### src/rtl/eth_vlg_pkg.sv
// eth_vlg_pkg
// Shared constants and types for the eth_vlg receive path.
//   ETHERTYPE_ARP / ETHERTYPE_IPV4 : EtherType values of the default consumers
//   MAC_BROADCAST                  : all-ones destination MAC
//   rx_demux_fsm_t                 : receive demultiplexer state encoding
package eth_vlg_pkg;

  localparam logic [15:0] ETHERTYPE_ARP  = 16'h0806;
  localparam logic [15:0] ETHERTYPE_IPV4 = 16'h0800;
  localparam logic [47:0] MAC_BROADCAST  = 48'hFFFF_FFFF_FFFF;

  typedef enum logic [1:0] {
    IDLE = 2'd0,
    FWD  = 2'd1,
    DROP = 2'd2
  } rx_demux_fsm_t;

endpackage

### src/rtl/eth_vlg_rx_demux_lut.sv
// eth_vlg_rx_demux_lut
// Combinational EtherType-to-port lookup.
//   ethertype : EtherType to look up
//   hit       : some port serves this EtherType
//   sel       : one-hot port select, same packing as ETHERTYPES
//               (port i sits at packed index N-1-i, port 0 is the MSB entry)
// When several ports serve the same EtherType the lowest port index wins.
module eth_vlg_rx_demux_lut
  import eth_vlg_pkg::*;
#(
  parameter int                 N          = 2,
  parameter logic [N-1:0][15:0] ETHERTYPES = {ETHERTYPE_ARP, ETHERTYPE_IPV4}
)(
  input  logic [15:0]  ethertype,
  output logic         hit,
  output logic [N-1:0] sel
);

  // Packed index k ascends from port N-1 towards port 0, so the last match
  // written is the lowest port index.
  always_comb begin
    hit = 1'b0;
    sel = '0;
    for (int k = 0; k < N; k++) begin
      if (ETHERTYPES[k] == ethertype) begin
        hit    = 1'b1;
        sel    = '0;
        sel[k] = 1'b1;
      end
    end
  end

endmodule

### src/rtl/eth_vlg_rx_demux.sv
// eth_vlg_rx_demux
// Dispatches the MAC receive byte stream to N upper-layer consumers by
// EtherType, filtering on destination MAC and truncating frames at MTU.
// Outputs are registered: a byte accepted at cycle t appears at t+1.
//
// Ports:
//   clk, rst       : clock, synchronous active-high reset
//   mac_addr       : own MAC address
//   in_*           : MAC receive stream (ethertype/dst_mac valid with in_sof)
//   out_dat        : payload byte, shared by all consumers
//   out_val        : one-hot per-port valid (port i at bit N-1-i)
//   out_sof/eof    : frame delimiters
//   out_err        : frame errored or truncated
//   out_ethertype  : EtherType of the frame being delivered
//   drop_cnt       : saturating count of dropped frames
//   port_frames    : per-port clean-frame counters (port i at slot N-1-i);
//                    only populated when ETH_VLG_RX_DEMUX_STATS_EN is defined
//
// state | meaning
// ------+---------------------------------------------------------------
// IDLE  | waiting for in_val & in_sof
// FWD   | forwarding the current frame to the latched port
// DROP  | discarding bytes until in_val & in_eof
module eth_vlg_rx_demux
  import eth_vlg_pkg::*;
#(
  parameter int                 N          = 2,
  parameter logic [N-1:0][15:0] ETHERTYPES = {ETHERTYPE_ARP, ETHERTYPE_IPV4},
  parameter int                 MTU        = 1500,
  parameter bit                 PROMISC    = 1'b0
)(
  input  logic            clk,
  input  logic            rst,
  input  logic [47:0]     mac_addr,
  input  logic [7:0]      in_dat,
  input  logic            in_val,
  input  logic            in_sof,
  input  logic            in_eof,
  input  logic            in_err,
  input  logic [15:0]     in_ethertype,
  input  logic [47:0]     in_dst_mac,
  output logic [7:0]      out_dat,
  output logic [N-1:0]    out_val,
  output logic            out_sof,
  output logic            out_eof,
  output logic            out_err,
  output logic [15:0]     out_ethertype,
  output logic [31:0]     drop_cnt,
  output logic [N*32-1:0] port_frames
);

  localparam logic [15:0] MTU_W = 16'(MTU);

  rx_demux_fsm_t state_q, state_d;
  logic [N-1:0]  port_q, port_d;
  logic [15:0]   cnt_q, cnt_d, cnt_inc;
  logic          sticky_q, sticky_d;

  logic          lut_hit;
  logic [N-1:0]  lut_sel;
  logic          dst_ok;

  logic          emit;
  logic [N-1:0]  val_port;
  logic          sof_d, eof_d, err_d;
  logic [15:0]   et_d;
  logic          drop_inc;

  logic [7:0]    out_dat_q;
  logic [N-1:0]  out_val_q;
  logic          out_sof_q, out_eof_q, out_err_q;
  logic [15:0]   out_et_q;
  logic [31:0]   drop_cnt_q;

  eth_vlg_rx_demux_lut #(
    .N          (N),
    .ETHERTYPES (ETHERTYPES)
  ) u_lut (
    .ethertype (in_ethertype),
    .hit       (lut_hit),
    .sel       (lut_sel)
  );

  assign dst_ok  = PROMISC || (in_dst_mac == mac_addr) || (in_dst_mac == MAC_BROADCAST);
  assign cnt_inc = cnt_q + 16'd1;

  always_comb begin
    state_d  = state_q;
    port_d   = port_q;
    cnt_d    = cnt_q;
    sticky_d = sticky_q;
    emit     = 1'b0;
    val_port = port_q;
    sof_d    = 1'b0;
    eof_d    = 1'b0;
    err_d    = 1'b0;
    et_d     = out_et_q;
    drop_inc = 1'b0;

    case (state_q)
      IDLE: begin
        if (in_val && in_sof) begin
          if (dst_ok && lut_hit) begin
            emit     = 1'b1;
            val_port = lut_sel;
            port_d   = lut_sel;
            et_d     = in_ethertype;
            sof_d    = 1'b1;
            err_d    = in_err;
            cnt_d    = 16'd1;
            if (in_eof) begin
              eof_d = 1'b1;
            end else if (MTU_W == 16'd1) begin
              // First byte already fills the MTU: truncate immediately.
              eof_d   = 1'b1;
              err_d   = 1'b1;
              state_d = DROP;
            end else begin
              sticky_d = in_err;
              state_d  = FWD;
            end
          end else begin
            drop_inc = 1'b1;
            // A rejected single-byte frame is already complete.
            if (!in_eof) state_d = DROP;
          end
        end
      end

      FWD: begin
        if (in_val) begin
          emit     = 1'b1;
          cnt_d    = cnt_inc;
          err_d    = in_err | sticky_q;
          sticky_d = sticky_q | in_err;
          if (in_sof) begin
            // Previous frame never ended: close it as errored, drop the new one.
            eof_d    = 1'b1;
            err_d    = 1'b1;
            sticky_d = 1'b0;
            drop_inc = 1'b1;
            state_d  = in_eof ? IDLE : DROP;
          end else if (in_eof) begin
            eof_d    = 1'b1;
            sticky_d = 1'b0;
            state_d  = IDLE;
          end else if (cnt_inc == MTU_W) begin
            eof_d    = 1'b1;
            err_d    = 1'b1;
            sticky_d = 1'b0;
            state_d  = DROP;
          end
        end
      end

      DROP: begin
        if (in_val) begin
          if (in_sof) drop_inc = 1'b1;
          if (in_eof) state_d = IDLE;
        end
      end

      default: state_d = IDLE;
    endcase
  end

  always_ff @(posedge clk) begin
    if (rst) begin
      state_q    <= IDLE;
      port_q     <= '0;
      cnt_q      <= '0;
      sticky_q   <= 1'b0;
      out_dat_q  <= '0;
      out_val_q  <= '0;
      out_sof_q  <= 1'b0;
      out_eof_q  <= 1'b0;
      out_err_q  <= 1'b0;
      out_et_q   <= '0;
      drop_cnt_q <= '0;
    end else begin
      state_q   <= state_d;
      port_q    <= port_d;
      cnt_q     <= cnt_d;
      sticky_q  <= sticky_d;
      out_val_q <= emit ? val_port : '0;
      out_sof_q <= sof_d;
      out_eof_q <= eof_d;
      out_err_q <= err_d;
      out_et_q  <= et_d;
      if (emit) out_dat_q <= in_dat;
      if (drop_inc && (drop_cnt_q != 32'hFFFF_FFFF)) drop_cnt_q <= drop_cnt_q + 32'd1;
    end
  end

  assign out_dat       = out_dat_q;
  assign out_val       = out_val_q;
  assign out_sof       = out_sof_q;
  assign out_eof       = out_eof_q;
  assign out_err       = out_err_q;
  assign out_ethertype = out_et_q;
  assign drop_cnt      = drop_cnt_q;

`ifdef ETH_VLG_RX_DEMUX_STATS_EN
  logic [N-1:0][31:0] frames_q;

  // Counts from the registered outputs, so a frame shows up one cycle
  // after its eof is presented.
  always_ff @(posedge clk) begin
    if (rst) begin
      frames_q <= '0;
    end else begin
      for (int k = 0; k < N; k++) begin
        if (out_val_q[k] && out_eof_q && !out_err_q && (frames_q[k] != 32'hFFFF_FFFF))
          frames_q[k] <= frames_q[k] + 32'd1;
      end
    end
  end

  assign port_frames = frames_q;
`else
  assign port_frames = '0;
`endif

endmodule

### config.mk
export PLATFORM = sky130hd
export DESIGN_NAME = eth_vlg_rx_demux
export DESIGN_NICKNAME = d
export VERILOG_FILES = /design/src/rtl/eth_vlg_pkg.sv /design/src/rtl/eth_vlg_rx_demux_lut.sv /design/src/rtl/eth_vlg_rx_demux.sv
export SDC_FILE = /design/constraint.sdc
export NUM_CORES = 1
export LEC_CHECK = 0
export BUFFER_PORTS_ARGS = -buffer_cell sky130_fd_sc_hd__buf_2
export CORE_MARGIN = 2
export CORE_UTILIZATION = 48
export DETAILED_ROUTE_END_ITERATION = 10
export PLACE_DENSITY = 0.93
export SKIP_CTS_REPAIR_TIMING = 1
export SLEW_MARGIN = 20
export SYNTH_ARGS = -nofsm -noshare
export SYNTH_HDL_FRONTEND = slang
export SYNTH_SLANG_ARGS = --single-unit
### constraint.sdc
create_clock -name clk -period 2.7 [get_ports clk]
set_clock_uncertainty 0.2 [all_clocks]
set_input_delay 0.54 -clock clk [delete_from_list [all_inputs] [get_ports clk]]
set_output_delay 0.54 -clock clk [all_outputs]
set_load 0.05 [all_outputs]
==> Word-level counts from Yosys, hierarchy flattened <==
Cells that the tools add are included.
{ "classes": {"n_bitwise": 3, "magnitude_cmp": 0, "mux": 55, "shifts": 0, "n_reduce_logical": 13, "div": 0, "n_eq_ne": 15, "mul": 0, "add_sub_neg": 2} }
{ "ops": {"columns": ["operator", "count"], "rows": [
  ["48-bit equality test", 1],
  ["48-bit equality test (second input constant)", 1],
  ["16-bit 2-to-1 mux", 3],
  ["32-bit by 1-bit adder with 32-bit output (second input constant)", 1],
  ["12-bit by 16-bit equality test with 1-bit output (first input constant)", 2],
  ["32-bit != test (second input constant)", 1],
  ["16-bit one-hot mux with 2 select lines", 1],
  ["1-bit 2-to-1 mux", 30],
  ["2-bit 2-to-1 mux", 15],
  ["16-bit by 1-bit adder with 16-bit output (second input constant)", 1],
  ["16-bit by 11-bit equality test with 1-bit output (second input constant)", 1],
  ["2-bit != test (second input constant)", 6],
  ["1-bit one-hot mux with 2 select lines", 5],
  ["2-bit one-hot mux with 3 select lines", 1],
  ["6-bit AND reduction", 1],
  ["2-bit OR reduction", 3],
  ["5-bit AND reduction", 1],
  ["4-bit != test (second input constant)", 1],
  ["4-bit AND reduction", 1],
  ["1-bit logical AND", 3],
  ["3-bit AND reduction", 1],
  ["2-bit by 1-bit equality test with 1-bit output (second input constant)", 1],
  ["2-bit equality test (second input constant)", 1],
  ["2-bit logical NOT", 1],
  ["other kinds (4)", 5]
]} }
{ "totals": {"out_inout_bits": 125, "ram_bits": 0, "memories": 0, "word_cells": 99, "latchBits": 0, "register_bits": 82, "in_bits": 126, "romBits": 0} }

==> Logic depth before layout (Yosys ltp) <==
Gate-level depths: netlist (run 1).
{ "logic_depth": {"ltp_word": 9, "depth_mapped": 11, "depth_no_buf": 8} }

==> Cells and area by module <==
A second synthesis (run 1) with hierarchy kept.
{ "unflattened": {"hier_cells": 704, "area_unflattened_um2": 5515.3} }
{ "by_module_without_submodules": {"columns": ["mod", "cells_each", "n_inst", "area_per_inst_um2"], "rows": [
  ["eth_vlg_rx_demux", 693, 1, 5436.5],
  ["eth_vlg_rx_demux_lut", 11, 1, 78.8]
]} }

==> Worst setup path before layout (run 1) <==
No wires, ideal clock.
{ "synth_timing": {"kind": "register to register", "from": "register drop_cnt_q[4] (netlist: drop_cnt[4])", "to": "register drop_cnt_q[31] (netlist: drop_cnt[31])", "arrival_time_ns": 2.400, "required_time_ns": 2.430, "setup_ns": 0.070, "path_buffers": 0, "synth_period_minus_slack_ns": 2.671, "setup_slack_ns": 0.029, "stages_incl_launch_ff": 7, "cell_sequence": "dfxtp_1 > nand4_2 > nor4_4 > nand3_1 > or4_1 > or3_1 > a21oi_1"} }
{ "synth_via": {"elab_chain_len": 2} }
{ "synth_rtl": {"columns": ["element", "line", "text"], "rows": [
  ["start: declaration", "eth_vlg_rx_demux.sv:73", "logic [31:0] drop_cnt_q;"],
  ["start signal: assignment", "eth_vlg_rx_demux.sv:191", "if (drop_inc && (drop_cnt_q != 32'hFFFF_FFFF)) drop_cnt_q <= drop_cnt_q + 32'd1;"],
  ["branches (longest 2 deep; another with 32-bit by 1-bit adder with 32-bit output)", null, null]
]} }
Several ways; the timed one is not identified.
A chain may end at the register's enable or synchronous reset.

==> Worst setup path in the final report (run 1) <==
{ "layout_timing": {"from": "register state_q[1]", "to": "register drop_cnt_q[23] (netlist: drop_cnt[23])"} }
{ "layout_via": {"elab_chain_len": 4} }
{ "layout_rtl": {"columns": ["element", "line", "text"], "rows": [
  ["start: declaration", "eth_vlg_rx_demux.sv:54", "rx_demux_fsm_t state_q, state_d;"],
  ["start signal: assignment", "eth_vlg_rx_demux.sv:181", "state_q <= state_d;"],
  ["2-bit equality test or 2-bit by 1-bit equality test with 1-bit output (tied branches)", "eth_vlg_rx_demux.sv:100", "case (state_q)"],
  ["2-bit OR reduction (no line)", null, null],
  ["1-bit one-hot mux with 2 select lines (*)", "eth_vlg_rx_demux.sv:100", null],
  ["1-bit logical AND (*)", "eth_vlg_rx_demux.sv:191", null]
]} }
Every way passes the cells marked *; elsewhere a longest branch is shown, timed or not.

==> results of run 1 <==
-- layer usage --
metal	global-route usage, %	up-vias	routed length (microns)
li1	-	2813	-
met2	42.4	358	7840
met5	0	-	0
met3	6.12	49	1530
met4	9.42	0	446
met1	33.9	2796	6890
-- cell families after synthesis --
logic type      count (synthesis)
compound gates                142
xor+xnor                       51
fa+ha+maj                       7
buf+inv                       120
flops                          82
mux                            13
other cells                     1
simple gates                  272
-- path summary, 6_finish.rpt --
path | cells past startpoint | slack, ps | end | startpoint
max reg2reg | 8 | 80 | drop_cnt[23] | state_q[1]
min reg2reg | 2 | 260 | port_q[1] | port_q[1]
max | 8 | 80 | drop_cnt[23] | state_q[1]
min | 2 | 260 | port_q[1] | port_q[1]
-- worst max-delay path, stage by stage (launching register included) --
cell	delay, ps
dfxtp_2	370
inv_1	80
ha_1	350
nor2_1	90
nor3_2	290
nand2_2	190
or4_1	510
or3_1	320
a21oi_1	150
-- cell type report --
| cell class | instances | area, sq um | area share [%] |
|---|---|---|---|
| multi-input cells | 549 | 3400 | 49.0 |
| diodes | 1 | 2.50 | 0.0360 |
| well taps | 143 | 179 | 2.58 |
| clock inverters | 6 | 87.6 | 1.26 |
| flip-flops and latches | 82 | 1640 | 23.7 |
| inverters | 12 | 45.0 | 0.649 |
| clock buffers | 10 | 239 | 3.44 |
| repair buffers | 236 | 1350 | 19.4 |
-- Yosys cell counts (8+ instances only) --
cell      number
dfxtp_1       82
buf_4         66
xnor2_1       51
a21oi_1       44
nand2_1       42
nand4_1       42
nor2_1        37
nand3_1       34
o21ai_0       32
clkbuf_1      28
or4_1         22
and3_1        20
nor4_1        20
o31ai_1       14
buf_2         13
inv_1         12
nor2b_1       11
mux2_2        10
o41ai_1       10
or3_1          9
and2_1         8
-- power breakdown --
group	total, mW	internal (mW)	switching (mW)
Clock	1.33	0.837	0.497
Sequential	1.23	1.22	0.00920
Combinational	0.586	0.181	0.404
Total	3.15	2.24	0.910
-- registers in the layout, summed over array words and instances, names as in the netlist --
name / flops
cnt_q: 16
drop_cnt: 32
out_dat: 8
out_eof: 1
out_err: 1
out_ethertype: 16
out_sof: 1
out_val: 2
port_q: 2
state_q: 2
sticky_q: 1
-- stage by stage --
step                util [%]  hold slack [ps]  setup TNS (ps)  cells  area [sq um]
detailed placement      58.3              247           -6090   1021          6570
global route            61.6              274            -401   1039          6940
floorplan                  -              237               0    751          5710
global placement        58.3              240           -3400   1021          6570
CTS                     61.2              260           -19.2   1037          6900
finish                  61.6              258               0   1039          6940
==> Flow_metrics.wiki, run 1 <==
{| class="wikitable"
! Metric !! Value
|-
| Effective utilization at floorplan || about half
|-
| GR Overflow Total || 0
|-
| Largest net degree at the start of global routing || between 40 and 50
|-
| Simple-gate share of the synthesized area || between 20 and 30%
|-
| Pre-CTS setup slack || -163 ps
|-
| Mean routed wirelength per cell || 16.1 microns
|-
| Post-synthesis xor/xnor area fraction || 8.16%
|-
| Number of buffers added on ports || 186
|-
| Mapped Avg Cell Area || roughly 8 sq um
|-
| Post-synthesis async set-or-reset flop share || 0%
|-
| Post-synth top area cell || dfxtp_1
|-
| Wirelength, routed || 16700 microns
|-
| Post-Syn Area || ~5500 sq um
|-
| Final-report hold violation count || 0
|-
| Number of clock sinks || 82
|-
| Synthesized-area fraction occupied by adder cells || 1.60%
|-
| Initial antenna violation count || 1
|-
| Per-cell via count in the routed design || 5.79
|-
| Post-synth cell types || 55
|-
| Leak || between 2 and 3 nW
|-
| Number of violations reported at the end of detailed-routing iteration 0 || 618
|-
| Startpoint type of the worst setup path || flop
|-
| Post-synth EDFFs || 0
|-
| Growth of design area from synthesis to finish || 26.8%
|-
| Commonest non-fill, non-tap cells in the layout || buf_2, dfxtp_1, conb_1
|-
| Critical path endpoint category || flop
|-
| Req. time, crit path || 2760 ps
|-
| Max-cap violations || 0
|-
| Final total power || 3.15 mW
|-
| Final setup slack of the worst path || 84.2 ps
|-
| Worst voltage drop across the vdd grid || approximately 450 uV
|-
| Ratio of final minimum period to clock period || 96.9%
|-
| Gpl congestion || 0.942
|-
| Latest clock arrival within the worst-skew pair || 330 ps
|-
| DP HPWL || between 10000 and 15000 microns
|-
| Maximum fanout count along the critical path || 7
|-
| Type of the most critical hold path || reg -> reg
|-
| Transition at the pin with the smallest max-transition slack || 689 ps
|-
| Proportion of netlist area held by the largest area contributor || 30.0%
|-
| Maximum buffer depth of the clock tree || 2
|-
| Setup violation total in the final timing report || 0
|-
| Mux cell area share after synthesis || 2.60%
|-
| Final-stage net count || roughly 1.0k
|-
| Root buf cell || clkbuf_16
|-
| Filler cells || 880
|-
| Cells after Synth || 688
|-
| Flip-flop and latch count after synthesis || 82
|-
| Fmax achieved || 0.382 GHz
|-
| Run status || completed
|-
| Synthesized-area fraction occupied by ao, oa, aoi and oai cells || between 15 and 20%
|-
| Largest family of logic cells by synthesized area || simple AND/OR/NAND/NOR gates
|-
| Main synth FF type || dfxtp_1
|-
| Via count of the first global-routing pass || 5553
|-
| Die outline height || 111 microns
|-
| Pwr/cell area || 453 nW/um^2
|-
| Row Count || 39
|-
| Min cycle time layout || 2620 ps
|-
| Area of the die || 12300 sq um
|-
| DRC || 0
|-
| Number of clock buffers inserted by TritonCTS || 9
|-
| Most common library cell in the layout ignoring fill and taps || buf_2
|-
| Share of final-layout standard cells stronger than drive strength 1 || around a third
|-
| Total vias in the final route || 6016
|-
| Number of H-tree levels || 3
|-
| Critical setup path kind || reg -> reg
|-
| Relative max-transition margin || 54.0%
|-
| Arrival time of data at the critical path endpoint || 2680 ps
|-
| Sequential area share after synthesis || between 20% and 30%
|-
| Area of the core region || 11300 sq um
|-
| Routed Antenna Nets || 0
|-
| Area contributors post-synth || dfxtp_1, buf_4, xnor2_1, nand4_1, a21oi_1
|-
| Pins over their slew limit || 0
|-
| Count of TritonRoute iterations in the first routing pass || 5
|-
| Ports || 251
|-
| Worst-path clk slew || roughly 60 ps
|-
| Total of warnings raised by yosys || 0
|-
| Overall routing resource usage || 26.1%
|-
| Die extent in x || 111 microns
|-
| TritonCTS clock tree || done
|-
| Global-route wire length before repair || 26700 microns
|}
Power figures use the tool's default switching activity.
==> run 2, diff against run 1 <==
--- a/config.mk
+++ b/config.mk
@@ -6,9 +6,11 @@
 export NUM_CORES = 1
 export LEC_CHECK = 0
 export BUFFER_PORTS_ARGS = -buffer_cell sky130_fd_sc_hd__buf_2
+export CORE_ASPECT_RATIO = 0.5
 export CORE_MARGIN = 2
 export CORE_UTILIZATION = 48
 export DETAILED_ROUTE_END_ITERATION = 10
+export MAX_ROUTING_LAYER = met4
 export PLACE_DENSITY = 0.93
 export SKIP_CTS_REPAIR_TIMING = 1
 export SLEW_MARGIN = 20
==> Flow_metrics.wiki, run 2 (synthesis results as in run 1) <==
{| class="wikitable"
! Metric !! Value
|-
| Via count of the first global-routing pass || 5663 (+2.0%)
|-
| Area of the die || 12300 sq um (+0.42%)
|-
| Mean routed wirelength per cell || 16.7 microns (+3.8%)
|-
| Ratio of final minimum period to clock period || 95.3% (-1.5 points)
|-
| R2r endpoint || drop_cnt[31]
|-
| Effective utilization at floorplan || 49.6% (+0.99 points)
|-
| Setup slack, reg-to-reg || 130 ps (+40 ps)
|-
| Worst-path clk slew || 60 ps (about the same)
|-
| Transition at the pin with the smallest max-transition slack || 572 ps (-117 ps)
|-
| Worst voltage drop across the vdd grid || 247 uV (-45%)
|-
| Pins over their slew limit || 0 (unchanged)
|-
| GR Overflow Total || 0 (unchanged)
|-
| Commonest non-fill, non-tap cells in the layout || buf_2, dfxtp_1, conb_1
|-
| DP HPWL || 12800 microns (+5.0%)
|-
| Origin of the critical flop-to-flop path || drop_cnt[4]
|-
| Largest net degree at the start of global routing || 31 (-31%)
|-
| Number of clock sinks || 82 (unchanged)
|-
| Buf/Inv on CP || 0 (-1)
|-
| Largest stage delay on the critical path || 580 ps (+70 ps)
|-
| Max-cap violations || 0 (unchanged)
|-
| Number of clock buffers inserted by TritonCTS || 9 (unchanged)
|-
| Fmax achieved || 0.388 GHz (+1.6%)
|-
| Run status || completed
|-
| Max reg flops || 32 (unchanged)
|-
| Finished Layout Cells || 1033 (-0.58%)
|-
| Per-cell via count in the routed design || 5.85 (+1.1%)
|-
| Cells traversed along the worst timing path || nand4_2 > nor4_4 > nand3_1 > or4_1 > or3_1 > a21oi_1
|-
| Latest clock arrival within the worst-skew pair || 340 ps (about the same)
|-
| Maximum buffer depth of the clock tree || 2 (unchanged)
|-
| Critical setup path kind || reg -> reg
|-
| Worst reg-to-reg path cell count || 6 (-2)
|-
| Final total power || 3.20 mW (+1.6%)
|-
| Growth of design area from synthesis to finish || 26.0%
|-
| Count of TritonRoute iterations in the first routing pass || 5 (unchanged)
|-
| Routed Antenna Nets || 0 (unchanged)
|-
| Most common library cell in the layout ignoring fill and taps || buf_2
|-
| Total vias in the final route || 6048 (+0.53%)
|-
| Share of final-layout standard cells stronger than drive strength 1 || 31.6% (-0.46 points)
|-
| Pwr/cell area || 463 nW/um^2 (+2.2%)
|-
| Final-report hold violation count || 0 (unchanged)
|-
| Die extent in x || 155 microns (+40%)
|-
| Wirelength, routed || 17200 microns (+3.2%)
|-
| Startpoint type of the worst setup path || flop
|-
| Final design instance area without fill || 6900 sq um (-0.65%)
|-
| Critical-path top delay cell || or4_1
|-
| Instance count on the critical path || 6 (-2)
|-
| Type of the most critical hold path || reg -> reg
|-
| TritonCTS clock tree || done
|-
| Number of buffers added on ports || 186 (unchanged)
|-
| Gpl congestion || 0.981 (+4.1%)
|-
| Area of the multi-input gates || 3400 sq um (+0.11%)
|-
| Setup total negative slack || 0 ps (unchanged)
|-
| Crit-path leading delay family || simple AND/OR/NAND/NOR gates
|-
| Area of the core region || 11000 sq um (-2.0%)
|-
| Number of violations reported at the end of detailed-routing iteration 0 || 519 (-16%)
|-
| Overall routing resource usage || 28.2% (+2.1 points)
|-
| Global-route wire length before repair || 27300 microns (+2.3%)
|-
| Critical path endpoint category || flop
|-
| Min cycle time layout || 2570 ps (-41.5 ps)
|-
| Sequential cell area in the final layout || 1650 sq um (+0.23%)
|-
| Beginning of the critical path || drop_cnt[4]
|-
| Maximum fanout count along the critical path || 7 (unchanged)
|-
| Final-stage net count || 1015 (-0.78%)
|-
| Initial antenna violation count || 2 (+1)
|-
| Setup violation total in the final timing report || 0 (unchanged)
|-
| DRC || 0 (unchanged)
|-
| Ports || 251 (unchanged)
|-
| Root buf cell || clkbuf_16
|-
| Number of H-tree levels || 3 (unchanged)
|-
| Number of instances in the placed design || 1016 (-0.49%)
|-
| Leak || 2.97 nW (-0.90%)
|-
| Filler cells || 869 (-1.3%)
|-
| Row Count || 27 (-31%)
|-
| Req. time, crit path || 2770 ps (about the same)
|-
| Placement-stage cell area || 6520 sq um (-0.76%)
|-
| Relative max-transition margin || 61.9% (+7.9 points)
|-
| Arrival time of data at the critical path endpoint || 2640 ps (-40 ps)
|-
| Destination of the critical timing path || drop_cnt[31]
|-
| Die outline height || 79.5 microns (-28%)
|}
==> run 2: worst min-delay path by stage <==
stage / startpoint / to / slack, ps / depth (start not counted)
2_1_floorplan: port_q[1] / port_q[1] / 240 / 2
3_3_place_gp: out_ethertype[1] / out_ethertype[1] / 240 / 2
3_5_place_dp: out_ethertype[1] / out_ethertype[1] / 250 / 2
4_1_cts: out_ethertype[1] / out_ethertype[1] / 250 / 2
5_1_grt: in_dat[2] / out_dat[2] / 270 / 3
6_report: out_ethertype[1] / out_ethertype[1] / 260 / 2
==> run 2: routing by layer <==
layer	part of all wire [%]	GRT usage, %	wire [microns]
met1	38	31.6	6580
met2	51	51.5	8850
met3	7.9	4.07	1370
met4	2.6	10.9	453
met5	0	-	0
==> run 2: worst min-delay path, delay by kind of cell, from the launching register on <==
kind,cells,cell delay (ps)
flops,1,310
compound gates,1,50
simple gates,1,50
==> run 2: layout make-up <==
cell class | count | share of cell area, %
multi-input cells | 549 | 49.3
well taps | 145 | 2.63
diodes | 2 | 0.0725
clock inverters | 5 | 1.51
flip-flops and latches | 82 | 23.9
repair buffers | 228 | 18.6
inverters | 12 | 0.653
clock buffers | 10 | 3.32
==> run 2: stage by stage <==
step	setup WS [ps]	util (%)	hold slack (ps)
5_1_grt	-3.52	62.5	274
6_report	126	62.5	255
2_1_floorplan	29.5	-	237
3_5_place_dp	-141	59.0	245
3_3_place_gp	-128	59.0	240
4_1_cts	52.9	62.0	254
==> run 2: where the power goes <==
part | internal, mW | leakage (nW) | switching [mW]
clock network | 0.899 | 0.163 | 0.493
registers | 1.22 | 0.663 | 0.00842
logic | 0.177 | 2.14 | 0.401
==> run 3, diff against run 2 <==
--- a/config.mk
+++ b/config.mk
@@ -11,7 +11,7 @@
 export CORE_UTILIZATION = 48
 export DETAILED_ROUTE_END_ITERATION = 10
 export MAX_ROUTING_LAYER = met4
-export PLACE_DENSITY = 0.93
+export PLACE_DENSITY = 0.82
 export SKIP_CTS_REPAIR_TIMING = 1
 export SLEW_MARGIN = 20
 export SYNTH_ARGS = -nofsm -noshare
==> Flow_metrics.wiki, run 3 (synthesis results as in run 1) <==
{| class="wikitable"
! Metric !! Value
|-
| Power Internal || 2.15 mW (-6.3%)
|-
| Req. time, crit path || 2720 ps (-50 ps)
|-
| Fmax achieved || 0.392 GHz (+0.82%)
|-
| Min cycle time layout || 2550 ps (-20.9 ps)
|-
| Origin of the critical flop-to-flop path || cnt_q[4]
|-
| Number of clock sinks || 82 (unchanged)
|-
| Setup violation total in the final timing report || 0 (unchanged)
|-
| Share of final-layout standard cells stronger than drive strength 1 || 31.6% (about the same)
|-
| Global-route track usage on met1 || 35.8% (+4.1 points)
|-
| Growth of design area from synthesis to finish || 26.6%
|-
| Setup total negative slack || 0 ps (unchanged)
|-
| Effective utilization at floorplan || 49.6% (unchanged)
|-
| Max reg flops || 32 (unchanged)
|-
| Count of TritonRoute iterations in the first routing pass || 7 (+2)
|-
| Row Count || 27 (unchanged)
|-
| Root buf cell || clkbuf_16
|-
| Crit-path leading delay family || simple AND/OR/NAND/NOR gates
|-
| Register share of total power || 39.1% (+0.8 points)
|-
| Number of buffers added on ports || 186 (unchanged)
|-
| Worst hold margin || 259 ps (+4.27 ps)
|-
| Critical setup path kind || reg -> reg
|-
| Number of clock buffers inserted by TritonCTS || 9 (unchanged)
|-
| Buf/Inv on CP || 0 (unchanged)
|-
| Relative max-transition margin || 57.6% (-4.3 points)
|-
| Initial antenna violation count || 1 (-1)
|-
| Final total power || 3.13 mW (-1.9%)
|-
| Area of the die || 12300 sq um (unchanged)
|-
| Finished Layout Cells || 1042 (+0.87%)
|-
| Gpl congestion || 0.948 (-3.4%)
|-
| Pre-CTS setup slack || -252 ps (-111 ps)
|-
| Transition at the pin with the smallest max-transition slack || 636 ps (+63.9 ps)
|-
| TritonCTS clock tree || done
|-
| Global-route wire length before repair || 27100 microns (-0.83%)
|-
| Maximum fanout count along the critical path || 8 (+1)
|-
| Met3 Resource Use GR || 4.13% (+0.054 points)
|-
| Most common library cell in the layout ignoring fill and taps || buf_2
|-
| Die extent in x || 155 microns (unchanged)
|-
| Number of H-tree levels || 3 (unchanged)
|-
| Final-report hold violation count || 0 (unchanged)
|-
| Overall routing resource usage || 28.2% (+0.072 points)
|-
| Largest stage delay on the critical path || 600 ps (+20 ps)
|-
| GR Overflow Total || 0 (unchanged)
|-
| Beginning of the critical path || cnt_q[4]
|-
| Most common cell on crit path || nand3_1
|-
| Total vias in the final route || 6024 (-0.40%)
|-
| Worst-path clk slew || 70 ps (about the same)
|-
| Number of instances in the placed design || 1025 (+0.89%)
|-
| Run status || completed
|-
| DP HPWL || 13300 microns (+3.9%)
|-
| Part of the total power dissipated in combinational logic || 18.9% (+0.8 points)
|-
| Met2 routing resource usage after global routing || 47.0% (-4.5 points)
|-
| Routed Antenna Nets || 0 (unchanged)
|-
| Final-stage net count || 1024 (+0.89%)
|-
| Startpoint type of the worst setup path || flop
|-
| Largest net degree at the start of global routing || 83 (+170%)
|-
| Leak || 3.00 nW (+0.90%)
|-
| Critical-path top delay cell || or4_1
|-
| Arrival time of data at the critical path endpoint || 2570 ps (-70 ps)
|-
| Wirelength, routed || 17600 microns (+1.8%)
|-
| Switching portion of total power || 31.4% (+3.2 points)
|-
| Via count of the first global-routing pass || 5238 (-7.5%)
|-
| Worst Min Path Start || out_ethertype[2]
|-
| DRC || 0 (unchanged)
|-
| Area of the core region || 11000 sq um (unchanged)
|-
| Busiest grt layer || met2
|-
| Worst voltage drop across the vdd grid || 261 uV (+5.6%)
|-
| Pins over their slew limit || 0 (unchanged)
|-
| Type of the most critical hold path || reg -> reg
|-
| Setup repair after global routing missed its margin || no
|-
| Power spent charging and discharging nets || 985 uW (+9.1%)
|-
| Final setup slack of the worst path || 147 ps (+20.9 ps)
|-
| Part of the total power dissipated in the clock network || 42.0% (-1.6 points)
|-
| Per-cell via count in the routed design || 5.78 (-1.3%)
|-
| Latest clock arrival within the worst-skew pair || 350 ps (about the same)
|-
| Number of violations reported at the end of detailed-routing iteration 0 || 608 (+17%)
|-
| Mean routed wirelength per cell || 16.8 microns (+0.92%)
|-
| Max-cap violations || 0 (unchanged)
|-
| Ports || 251 (unchanged)
|-
| Critical path endpoint category || flop
|-
| Ratio of final minimum period to clock period || 94.6% (-0.77 points)
|-
| Die outline height || 79.5 microns (unchanged)
|-
| Commonest non-fill, non-tap cells in the layout || buf_2, dfxtp_1, conb_1
|-
| Cells traversed along the worst timing path || nand3_1 > or4_1 > xnor2_1 > nand3_1 > o21a_1 > o21ai_0 > a21oi_1
|-
| Pwr/cell area || 452 nW/um^2 (-2.4%)
|-
| Maximum buffer depth of the clock tree || 2 (unchanged)
|}
[run 3: cell types whose count changed in the layout (fill, tap and decap cells not counted), sizes merged]
cell,delta
buf,+9
bufinv,-2
clkbuf,-1
diode,-1
inv,+4
[run 3: final cells by class]
cell class	instances	area (sq um)
fillers	927	4110
well taps	145	181
multi-input cells	549	3390
clock buffers	9	225
inverters	12	45.0
clock inverters	7	95.1
repair buffers	237	1360
flip-flops and latches	82	1640
diodes	1	2.50
[run 3: power by group through the flow]
stage | Clock (mW) | Combinational (mW) | Sequential [mW]
CTS | 1.32 | 0.580 | 1.22
finish | 1.32 | 0.592 | 1.23
floorplan | 0 | 0.443 | 1.26
detailed placement | 0 | 0.578 | 1.25
global placement | 0 | 0.574 | 1.25
global route | 1.37 | 0.628 | 1.23
[run 3: path summary, 6_finish.rpt]
kind,slack (ps),to,cells past startpoint
worst max-delay path,150,state_q[0],7
worst min-delay path,260,out_ethertype[2],2
worst max register to register,150,state_q[0],7
worst min register to register,260,out_ethertype[2],2
[run 3: layer usage]
metal | up-vias | share of wire [%]
met1 | 2803 | 42
met2 | 354 | 47
met5 | - | 0
li1 | 2812 | -
met3 | 55 | 7.6
met4 | 0 | 3.0
[run 3: stage by stage]
step | cell area, sq um | util, %
after global routing | 6930 | 62.8
after global placement | 6590 | 59.6
final | 6930 | 62.8
after detailed placement | 6590 | 59.6
after floorplan | 5710 | -
after CTS | 6910 | 62.5
[run 3: worst register-to-register path, delay by kind of cell, from the launching register on]
kind / cells / cell delay (ps)
compound gates: 3 / 530
flops: 1 / 480
simple gates: 3 / 1010
xor+xnor: 1 / 220
